==> src/rtl/pow2_scale_ctrl.sv <==
// Streaming power-of-two scaler for complex IEEE-754 single samples with a
// frame-locked shift: the active shift only changes between frames.
module pow2_scale_ctrl #(
  parameter int unsigned FRAME_LEN = 125,
  parameter int unsigned CNT_W     = 7,
  parameter int unsigned RST_SHIFT = 3
) (
  input  logic        clk,
  input  logic        rst,
  input  logic [4:0]  cfg_shift,
  input  logic        cfg_load,
  input  logic        uflow_clr,
  input  logic        in_valid,
  output logic        in_ready,
  input  logic [31:0] in_re,
  input  logic [31:0] in_img,
  output logic        out_valid,
  input  logic        out_ready,
  output logic [31:0] out_re,
  output logic [31:0] out_img,
  output logic        out_last,
  output logic        busy,
  output logic        uflow
);

  localparam int unsigned WORD_W  = 32;
  localparam int unsigned EXP_W   = 8;
  localparam int unsigned MANT_W  = 23;
  localparam int unsigned SHIFT_W = 5;

  localparam logic [0:0] IDLE = 1'b0;
  localparam logic [0:0] RUN  = 1'b1;

  localparam logic [CNT_W-1:0] LAST_IDX = CNT_W'(FRAME_LEN - 1);

  logic [0:0]         state, state_next;
  logic [CNT_W-1:0]   cnt, cnt_next;
  logic [SHIFT_W-1:0] k, k_next;
  logic [SHIFT_W-1:0] pend_shift, pend_shift_next;
  logic               pend_vld, pend_vld_next;

  logic               accept;
  logic               is_last;
  logic [WORD_W:0]    re_s, img_s;
  logic               uf_now;

  // Returns {underflow, scaled word}; exponent edge cases handled before the subtract.
  function automatic logic [WORD_W:0] scale_word(input logic [WORD_W-1:0] w,
                                                 input logic [SHIFT_W-1:0] sh);
    logic [EXP_W-1:0] e;
    e = w[WORD_W-2 -: EXP_W];
    if (e == '1) begin
      scale_word = {1'b0, w};
    end else if (e == '0) begin
      scale_word = {1'b0, w[WORD_W-1], (WORD_W-1)'(0)};
    end else if (e <= EXP_W'(sh)) begin
      scale_word = {1'b1, w[WORD_W-1], (WORD_W-1)'(0)};
    end else begin
      scale_word = {1'b0, w[WORD_W-1], e - EXP_W'(sh), w[MANT_W-1:0]};
    end
  endfunction

  assign in_ready = !out_valid || out_ready;
  assign accept   = in_valid && in_ready;
  assign is_last  = accept && (cnt == LAST_IDX);

  assign re_s   = scale_word(in_re, k);
  assign img_s  = scale_word(in_img, k);
  assign uf_now = accept && (re_s[WORD_W] || img_s[WORD_W]);

  // Frame sequencer and shift configuration next-state logic.
  always_comb begin
    state_next      = state;
    cnt_next        = cnt;
    k_next          = k;
    pend_shift_next = pend_shift;
    pend_vld_next   = pend_vld;

    if (accept) begin
      if (is_last) begin
        cnt_next   = '0;
        state_next = IDLE;
      end else begin
        cnt_next   = cnt + CNT_W'(1);
        state_next = RUN;
      end
    end

    if (is_last) begin
      // A strobe on the boundary beats an older pending value.
      if (cfg_load) begin
        k_next = cfg_shift;
      end else if (pend_vld) begin
        k_next = pend_shift;
      end
      pend_vld_next = 1'b0;
    end else if (cfg_load) begin
      if (state == IDLE && !accept) begin
        k_next = cfg_shift;
      end else begin
        pend_shift_next = cfg_shift;
        pend_vld_next   = 1'b1;
      end
    end
  end

  always_ff @(posedge clk) begin
    if (rst) begin
      state      <= IDLE;
      cnt        <= '0;
      k          <= SHIFT_W'(RST_SHIFT);
      pend_shift <= '0;
      pend_vld   <= 1'b0;
    end else begin
      state      <= state_next;
      cnt        <= cnt_next;
      k          <= k_next;
      pend_shift <= pend_shift_next;
      pend_vld   <= pend_vld_next;
    end
  end

  // Single output register; holds its contents while stalled.
  always_ff @(posedge clk) begin
    if (rst) begin
      out_valid <= 1'b0;
      out_re    <= '0;
      out_img   <= '0;
      out_last  <= 1'b0;
      busy      <= 1'b0;
      uflow     <= 1'b0;
    end else begin
      if (accept) begin
        out_valid <= 1'b1;
        out_re    <= re_s[WORD_W-1:0];
        out_img   <= img_s[WORD_W-1:0];
        out_last  <= is_last;
      end else if (out_ready) begin
        out_valid <= 1'b0;
      end
      busy  <= (state_next == RUN);
      uflow <= uf_now || (uflow && !uflow_clr);
    end
  end

endmodule

==> config.mk <==
export PLATFORM = sky130hd
export DESIGN_NAME = pow2_scale_ctrl
export DESIGN_NICKNAME = d
export VERILOG_FILES = /design/src/rtl/pow2_scale_ctrl.sv
export SDC_FILE = /design/constraint.sdc
export NUM_CORES = 1
export LEC_CHECK = 0
export ABC_AREA = 1
export CAP_MARGIN = 10
export CORE_MARGIN = 2
export CORE_UTILIZATION = 45
export CTS_CLUSTER_SIZE = 16
export DETAILED_ROUTE_END_ITERATION = 10
export PLACE_DENSITY = 0.92
export SLEW_MARGIN = 0
export SYNTH_ARGS = -nofsm -noshare
export SYNTH_HDL_FRONTEND = slang
export SYNTH_SLANG_ARGS = --single-unit
export TNS_END_PERCENT = 1
==> constraint.sdc <==
create_clock -name clk -period 2.6 [get_ports clk]
set_clock_uncertainty 0.1 [all_clocks]
set_input_delay 0.52 -clock clk [delete_from_list [all_inputs] [get_ports clk]]
set_output_delay 0.52 -clock clk [all_outputs]
set_load 0.005 [all_outputs]
* After elaboration in Yosys (flattened, before gate mapping) *
Cells that the tools add are included.

storage, ports and cells
  register bits = 86
  input bits = 75
  output and inout port bits = 69
  logic and storage cells = 57

cells by class
  add/sub/neg operators = 3
  order comparisons = 2
  equal/unequal tests = 3
  multiplexer cells = 15
  bitwise logic cells = 3
  reduce and logical (&&, ||, !) cells = 21

operators with widths
  cell                                         number
  2-to-1 mux 33 bit                            6
  2-to-1 mux 5 bit                             5
  == test 8 bit, second input constant         2
  <= comparator 8 x 5 -> 1 bit                 2
  logical NOT 8 bit                            2
  subtractor 8 x 5 -> 8 bit                    2
  nonzero test 2 bit                           4
  adder 7 x 1 -> 7 bit, second input constant  1
  == test 7 bit, second input constant         1
  2-to-1 mux 7 bit                             1
  AND reduction 3 bit                          2
  logical AND 1 bit                            5
  logical NOT 1 bit                            3
  logical OR 1 bit                             3
  2-to-1 mux 1 bit                             3
  NOT 1 bit                                    3
  AND reduction 2 bit                          1
  OR reduction 2 bit                           1

* Depth between registers and ports, before layout *
Gate-level depths: netlist of run 1.

  depth in word-level cells = 8
  mapped depth = 13
  depth with buffers taken out = 13

* Least setup slack after synthesis of run 1 *
No wires, ideal clock.

  path kind = input to register
  from = input port in_img[23]
  to = register out_img[29]
  arrival time = 1.757 ns
  data required time = 2.368 ns
  path slack = 0.610 ns
  cell stages on the path = 13
  path through = inv_1 ha_1 inv_1 fa_1 nand2_1 nand2_1 nand3_1 nand2_1 nand2_2 nor2_4 buf_6 o21ai_1 a21oi_1

between the ends
  word-level cells in the longest chain between the ends = 4
  elaborated cells between the ends (all ways) = 7
  those cells by class = add/sub (1); order compare (1); eq/ne (1); mux (3); reduce/logical (1)

ends and longest elaborated chain
  what                                                                       line    text
  start: declaration                                                         16      input logic [31:0] in_img,
  subtractor 8 x 5 -> 8 bit or <= comparator 8 x 5 -> 1 bit (tied branches)  59, 56
  2-to-1 mux 33 bit                                                          56      end else if (e <= EXP_W'(sh)) begin
  2-to-1 mux 33 bit                                                          54      end else if (e == '0) begin
  2-to-1 mux 33 bit (*)                                                      52      if (e == '1) begin
  end signal: assignment                                                     136     out_img <= img_s[WORD_W-1:0];
  end: declaration                                                           20      output logic [31:0] out_img,

Mark *: on every way between the ends. The rest lies on a longest branch, timed or not.
A chain may end at the register's enable or synchronous reset.

* Final worst setup path of run 1 *
  from = input port in_img[23]
  to = register out_img[12]

between the ends
  word-level cells in the longest chain between the ends = 4
  elaborated cells between the ends (all ways) = 6
  those cells by class = order compare (1); eq/ne (1); mux (3); reduce/logical (1)

ends and longest elaborated chain
  what                          line
  <= comparator 8 x 5 -> 1 bit  56
  2-to-1 mux 33 bit             56
  2-to-1 mux 33 bit             54
  2-to-1 mux 33 bit (*)         52

Marks and branches as above.

==> results of run 1 <==
synthesized netlist by cell type (all sizes together):
cell type and n:
a21boi 1, a21oi 71, a31oi 1, and2 1, buf 10, clkbuf 14, dfxtp 86, fa 2
ha 12, inv 50, mux2i 5, nand2 209, nand3 18, nand3b 1, nand4 11, nor2 57
nor3 3, nor3b 1, nor4 1, o21ai 20, or2 2, xor2 2
tightest hold or removal path, stage by stage (launching register included):
cell	delay (ps)
dfxtp_1	320
nand2_1	60
a21oi_1	50
metrics by stage:
step,TNS [ps],worst slack [ps],utilization [%],cells
floorplan,0,610.3,-,578
global placement,-10350,-272.4,64.25,823
detailed placement,-16820,-374.5,64.25,823
CTS,0,14.79,66.58,840
global route,-22.46,-10.27,66.83,841
finish,0,160.2,66.83,841
timing repair:
action                     CTS  global route
setup endpoints to repair    1            58
hold endpoints to repair     0             0
cloned                       1             1
gates resized for setup      0             4
pin swaps                    1             2
cells by family after synthesis:
| group | after synthesis | share of synthesized area, % |
|---|---|---|
| compound gates | 93 | 11.89 |
| buf+inv | 74 | 8.326 |
| flops | 86 | 42.27 |
| simple gates | 304 | 31.18 |
| mux | 5 | 1.229 |
| xor+xnor | 2 | 0.4302 |
| fa+ha+maj | 14 | 4.670 |
final cells by class:
cell class / instances / area, µm² / area share, %
timing repair buffer: 161 / 1574 / 26.87
inverter: 50 / 187.7 / 3.204
multi-input combinational: 420 / 2041 / 34.84
tap: 108 / 135.1 / 2.307
clock inverter: 6 / 70.07 / 1.196
sequential: 86 / 1722 / 29.40
clock buffer: 10 / 127.6 / 2.179
flip-flops by register name (all words and copies together) (netlist names):
| signal | count |
|---|---|
| out_img | 32 |
| out_re | 32 |
| cnt | 7 |
| k | 5 |
| pend_shift | 5 |
| busy | 1 |
| out_last | 1 |
| out_valid | 1 |
| pend_vld | 1 |
| uflow | 1 |
metal layers:
layer | wire length [µm] | track usage, % | vias up | share of wire, %
met5 | 0 | 0 | - | 0
met4 | 184 | 7.271 | 0 | 1.6
met3 | 796 | 3.865 | 15 | 7.1
met2 | 5399 | 38.10 | 162 | 48
met1 | 4896 | 28.19 | 1843 | 43
li1 | - | - | 2147 | -
power by group through the flow:
stage	registers [mW]	clock network, mW	logic [mW]
3_3_place_gp	1.47	0	0.669
3_5_place_dp	1.48	0	0.692
5_1_grt	1.46	1.02	0.780
2_1_floorplan	1.48	0	0.335
6_report	1.45	0.948	0.703
4_1_cts	1.45	0.970	0.699
path summary, 6_finish.rpt:
kind | startpoint | end | depth (start not counted)
worst min register to register | out_re[22] | out_re[22] | 2
worst min-delay path | out_re[22] | out_re[22] | 2
worst max register to register | k[0] | out_img[12] | 11
worst max-delay path | in_img[23] | out_img[12] | 13
==> run_results.csv, run 1 <==
group,metric,value,unit
setup_path,crit_slowest_cell,"clkdlybuf4s50_1",
yosys,synth_nets,667,
floorplanning,rows,34,
routing,drt_iter0_markers,188,
timing,holdWs,366.1,ps
hold_path,hold_path.class,"flop to flop",
timing,period_minus_slack,2440,ps
clock_tree,cts_hold_buf,0,
finish,num_antenna_cells,0,
setup_path,path_cells,"clkdlybuf4s50_1, inv_1, ha_1, inv_1, fa_1, nand2_1, nand2_1, nand3_1, nand2_1, nand2_2, nor2_4, nand2_1, a21oi_1",
clock_tree,htreeDepth,3,
clock_tree,numCtsBuffers,9,
yosys,ys_ff_latch,86,
power_and_ir_drop,powerDensity,529.1,nW/µm²
power_and_ir_drop,ir_drop,297.2,µV
setup_path,arrival,2610,ps
setup_path,cpMostUsedCell,"nand2_1",
timing,rsz0062_at_grt,"true",
global_route,grt_max_degree,66,
setup_path,critPathLaunchType,"input pin",
power_and_ir_drop,p_comb_share,22.7,%
routing,wl,11.28,mm
finish,final_cell_mix,"nand2_1, clkdlybuf4s50_1, dfxtp_1",
setup_path,cp.required,2770,ps
setup_path,ff2ff_setup_slack,490,ps
clock_tree,clk_pin_slew,90,ps
timing,slew_viol_final,0,
power_and_ir_drop,p_switching,0.8798,mW
yosys,yosysUniqueCellTypes,35,
place,dp_hpwl,8.337,mm
place,place_area,5630,µm²
floorplanning,dieArea,9828,µm²
setup_path,cp_top_family,"simple AND/OR/NAND/NOR gates",
routing,dr.pass1.iters,5,
outcome,status,"complete, no violations",
timing,finalCritPeriodShare,93.84,%
setup_path,crit_path_end_kind,"flop",
routing,drc_errors,0,
setup_path,critical_path.max_stage_delay,470,ps
yosys,avgSynthCellArea,7.046,µm²
power_and_ir_drop,pwr-share-clk,30.6,%
setup_path,path_buf_inv,3,
floorplanning,die_h,99.14,µm
power_and_ir_drop,p_seq_share,46.7,%
global_route,antenna_found_initial,0,
global_route,overflow,0,
flow_run,maxCapViolCount,0,
timing,max_freq,0.4099,GHz
global_route,grt_pass1_wl,17.94,mm
yosys,yosys.area.top_type_share,42.27,%
routing,vias_per_cell,4.955,
finish,syn_to_final_growth,43.81,%
yosys,synthCells,578,
yosys,synth_seq_area_share,42.27,%
timing,max-slew-margin-rel,56.55,%
clock_tree,cts_tree,"yes",
timing,worst_pin_slew,651.8,ps
clock_tree,root_buffer,"clkbuf_8",
yosys,synth_top_cell_by_area,"dfxtp_1",
place,io_buffers,143,
clock_tree,clock_sinks,86,
power_and_ir_drop,power.total,3.099,mW
place,gp_congestion,0.8788,
finish,nFillCells,725,
yosys,syn-cell-area,4073,µm²
global_route,grt_pass1_vias,3854,
finish,fin_nets,817,
routing,antenna_left,0,
finish,drive_above_1_share,7.640,%
floorplanning,die_x,99.14,µm
floorplanning,start_util,46.47,%
timing,final-hold-violation-count,0,
routing,vias,4167,
floorplanning,fp.coreArea,8763,µm²
clock_tree,cts_setup_buffers,0,
power_and_ir_drop,p_leak,2.529,nW
power_and_ir_drop,p_int,2.219,mW
yosys,synth_area_leaders,"dfxtp_1, nand2_1, a21oi_1",
finish,mostFrequentLayoutCell,"nand2_1",
finish,final_area,5857,µm²
timing,setup_violations,0,
global_route,grt_usage,22.14,%
clock_tree,clk_latency,350,ps
routing,wl_per_cell,13.41,µm
power_and_ir_drop,p_sw_share,28.39,%
setup_path,worst-path-max-fanout,16,
clock_tree,cts_buffer_depth,2,
yosys,yosysWarnings,0,
floorplanning,ioPinCount,144,
setup_path,crit_type,"input pin to flop",
Note: power is estimated with default switching activity, not from simulation.
==> run 2, diff against run 1 <==
Settings changed: ABC_AREA 1 to not set, CORE_UTILIZATION 45 to 50, DONT_BUFFER_PORTS set to 1, PLACE_DENSITY 0.92 to not set, PLACE_DENSITY_LB_ADDON set to 0.25.
==> run_results.csv, run 2 <==
group,metric,value,unit
outcome,status,"complete, no violations",
finish,mostFrequentLayoutCell,"dfxtp_1",
setup_path,reg2reg_from,"k[0]",
clock_tree,clk_latency,340,ps
routing,vias_per_cell,5.825,
yosys,avgSynthCellArea,9.168,µm²
flow_run,maxCapViolCount,0,
finish,stdcell_count,530,
global_route,grtUsageMet1,23.30,%
yosys,synthFlopType,"dfxtp_1",
global_route,overflow,0,
hold_path,min_to,"pend_shift[2]",
yosys,synth_seq_area_share,44.19,%
yosys,synth_area_leaders,"dfxtp_1, a22o_1, nand2_1",
global_route,grt_max_degree,56,
floorplanning,rows,32,
routing,wl_per_cell,17.01,µm
global_route,grt_pass1_vias,2835,
power_and_ir_drop,ir_drop,346.3,µV
yosys,syn-cell-area,3896,µm²
setup_path,arrival,2610,ps
yosys,yosysUniqueCellTypes,52,
timing,setup-tns-final,0,ps
setup_path,crit_path_end_kind,"flop",
setup_path,critPathLaunchType,"flop",
floorplanning,fp.coreArea,7647,µm²
power_and_ir_drop,p_leak,1.772,nW
setup_path,worstRegToRegCells,9,
timing,worst_pin_slew,478.4,ps
timing,rsz0062_at_grt,"false",
timing,max-slew-margin-rel,67.97,%
timing,finalCritPeriodShare,94.61,%
power_and_ir_drop,power.total,2.807,mW
global_route,grt_use_met3,7.642,%
global_route,grt_pass1_wl,13.66,mm
clock_tree,cts_buffer_depth,2,
global_route,met2_usage,35.05,%
finish,final_area,4219,µm²
timing,setup_violations,0,
yosys,netlist_top_cells_count,"dfxtp_1, nand2_1, nor2_1",
yosys,yosysWarnings,0,
floorplanning,die_h,92.28,µm
clock_tree,clk_pin_slew,90,ps
setup_path,critPathLaunch,"k[0]",
hold_path,whs_path_depth,1,
place,dp.cells,514,
timing,slew_viol_final,0,
routing,vias,3087,
clock_tree,root_buffer,"clkbuf_8",
clock_tree,cts_tree,"yes",
finish,top_regs,"out_img (32), out_re (32), cnt (7)",
global_route,busiest_layer,"met2",
timing,period_minus_slack,2460,ps
yosys,synth_most_common_cell,"dfxtp_1",
yosys,synth_nets,514,
yosys,synthCells,425,
place,gp_congestion,0.8612,
setup_path,path_cells,"ha_1, inv_1, fa_1, a211oi_2, o21ai_2, a311oi_4, buf_12, a2bb2oi_1, nor2_1",
finish,syn_to_final_growth,8.285,%
clock_tree,numCtsBuffers,9,
place,place_area,4018,µm²
setup_path,crit_slowest_cell,"dfxtp_1",
setup_path,cp.required,2750,ps
floorplanning,dieArea,8515,µm²
hold_path,hold_path.class,"input pin to flop",
routing,dr.pass1.iters,4,
floorplanning,start_util,50.95,%
floorplanning,die_x,92.28,µm
global_route,antenna_found_initial,0,
yosys,yosys.area.top_type_share,44.19,%
finish,fin_util,55.17,%
clock_tree,clock_sinks,86,
setup_path,ff2ff_setup_slack,140,ps
finish,final_cell_mix,"dfxtp_1, nand2_1, nor2_1",
routing,drt_iter0_markers,120,
routing,wl,9.015,mm
floorplanning,ioPinCount,144,
yosys,synth_edf_count,0,
finish,num_antenna_cells,0,
clock_tree,cts_setup_buffers,0,
setup_path,crit_type,"flop to flop",
yosys,ys_ff_latch,86,
clock_tree,cts.repair.resized,0,
setup_path,r2r-end,"out_img[21]",
setup_path,critical_path.max_stage_delay,400,ps
finish,fin_nets,512,
yosys,async_flop_share,0,%
hold_path,hp-start,"rst",
clock_tree,cts_hold_buf,0,
place,dp_hpwl,6.636,mm
finish,drive_above_1_share,10.28,%
global_route,grt_usage,20.09,%
routing,drc_errors,0,
routing,antenna_left,0,
clock_tree,htreeDepth,3,
timing,final-hold-violation-count,0,
power_and_ir_drop,powerDensity,665.3,nW/µm²
yosys,synth_top_cell_by_area,"dfxtp_1",
setup_path,worst-path-max-fanout,23,
timing,max_freq,0.4065,GHz
place,io_buffers,0,
-- run 2: layout make-up --
| type | count | area, µm² |
|---|---|---|
| Fill cell | 722 | 3428 |
| Multi-Input combinational cell | 302 | 2016 |
| Sequential cell | 86 | 1722 |
| Tap cell | 102 | 127.6 |
| Clock buffer | 9 | 123.9 |
| Timing Repair Buffer | 10 | 100.1 |
| Clock inverter | 7 | 77.57 |
| Inverter | 14 | 52.55 |
-- run 2: how the worst max path moves through the flow --
stage | to | slack (ps) | depth (start not counted)
3_3_place_gp | out_img[20] | 90 | 10
4_1_cts | out_img[17] | 130 | 9
2_1_floorplan | out_img[11] | 50 | 10
6_report | out_img[21] | 140 | 9
5_1_grt | out_img[0] | 20 | 9
3_5_place_dp | out_img[17] | -2 | 10
-- run 2: critical path, delay by kind of cell, from the launching register on --
kind | cells | cell delay [ps]
flip-flops | 1 | 400
AO/OA/AOI/OAI | 4 | 950
adder cells (fa/ha/maj) | 2 | 580
AND/OR/NAND/NOR | 1 | 50
buffers and inverters | 2 | 270
-- run 2: logic make-up (layout without fill, tap and decap cells) --
kind of cell	after synthesis	count (layout)	synth area share (%)
AO/OA/AOI/OAI	122	122	24.66
XOR/XNOR	9	9	2.023
adder cells (fa/ha/maj)	14	14	4.881
buffers and inverters	37	40	4.175
flip-flops	86	86	44.19
multiplexers	10	10	2.633
AND/OR/NAND/NOR	147	147	17.44
-- run 2: through the flow --
stage | worst slack [ps] | hold WS (ps)
2_1_floorplan | 48.80 | 334.3
3_3_place_gp | 86.93 | 356.6
3_5_place_dp | -2.185 | 358.4
4_1_cts | 129.9 | 119.3
5_1_grt | 19.53 | 110.0
6_report | 140.1 | 139.7
-- run 2: report_power, final --
part	internal [mW]	switching, mW
logic	0.181	0.196
clock network	0.458	0.497
registers	1.40	0.0704
-- run 2: metal layers --
layer / vias up / part of all wire [%]
met4: 0 / 0.91
met2: 107 / 49
li1: 1523 / -
met5: - / 0
met1: 1448 / 41
met3: 9 / 8.5
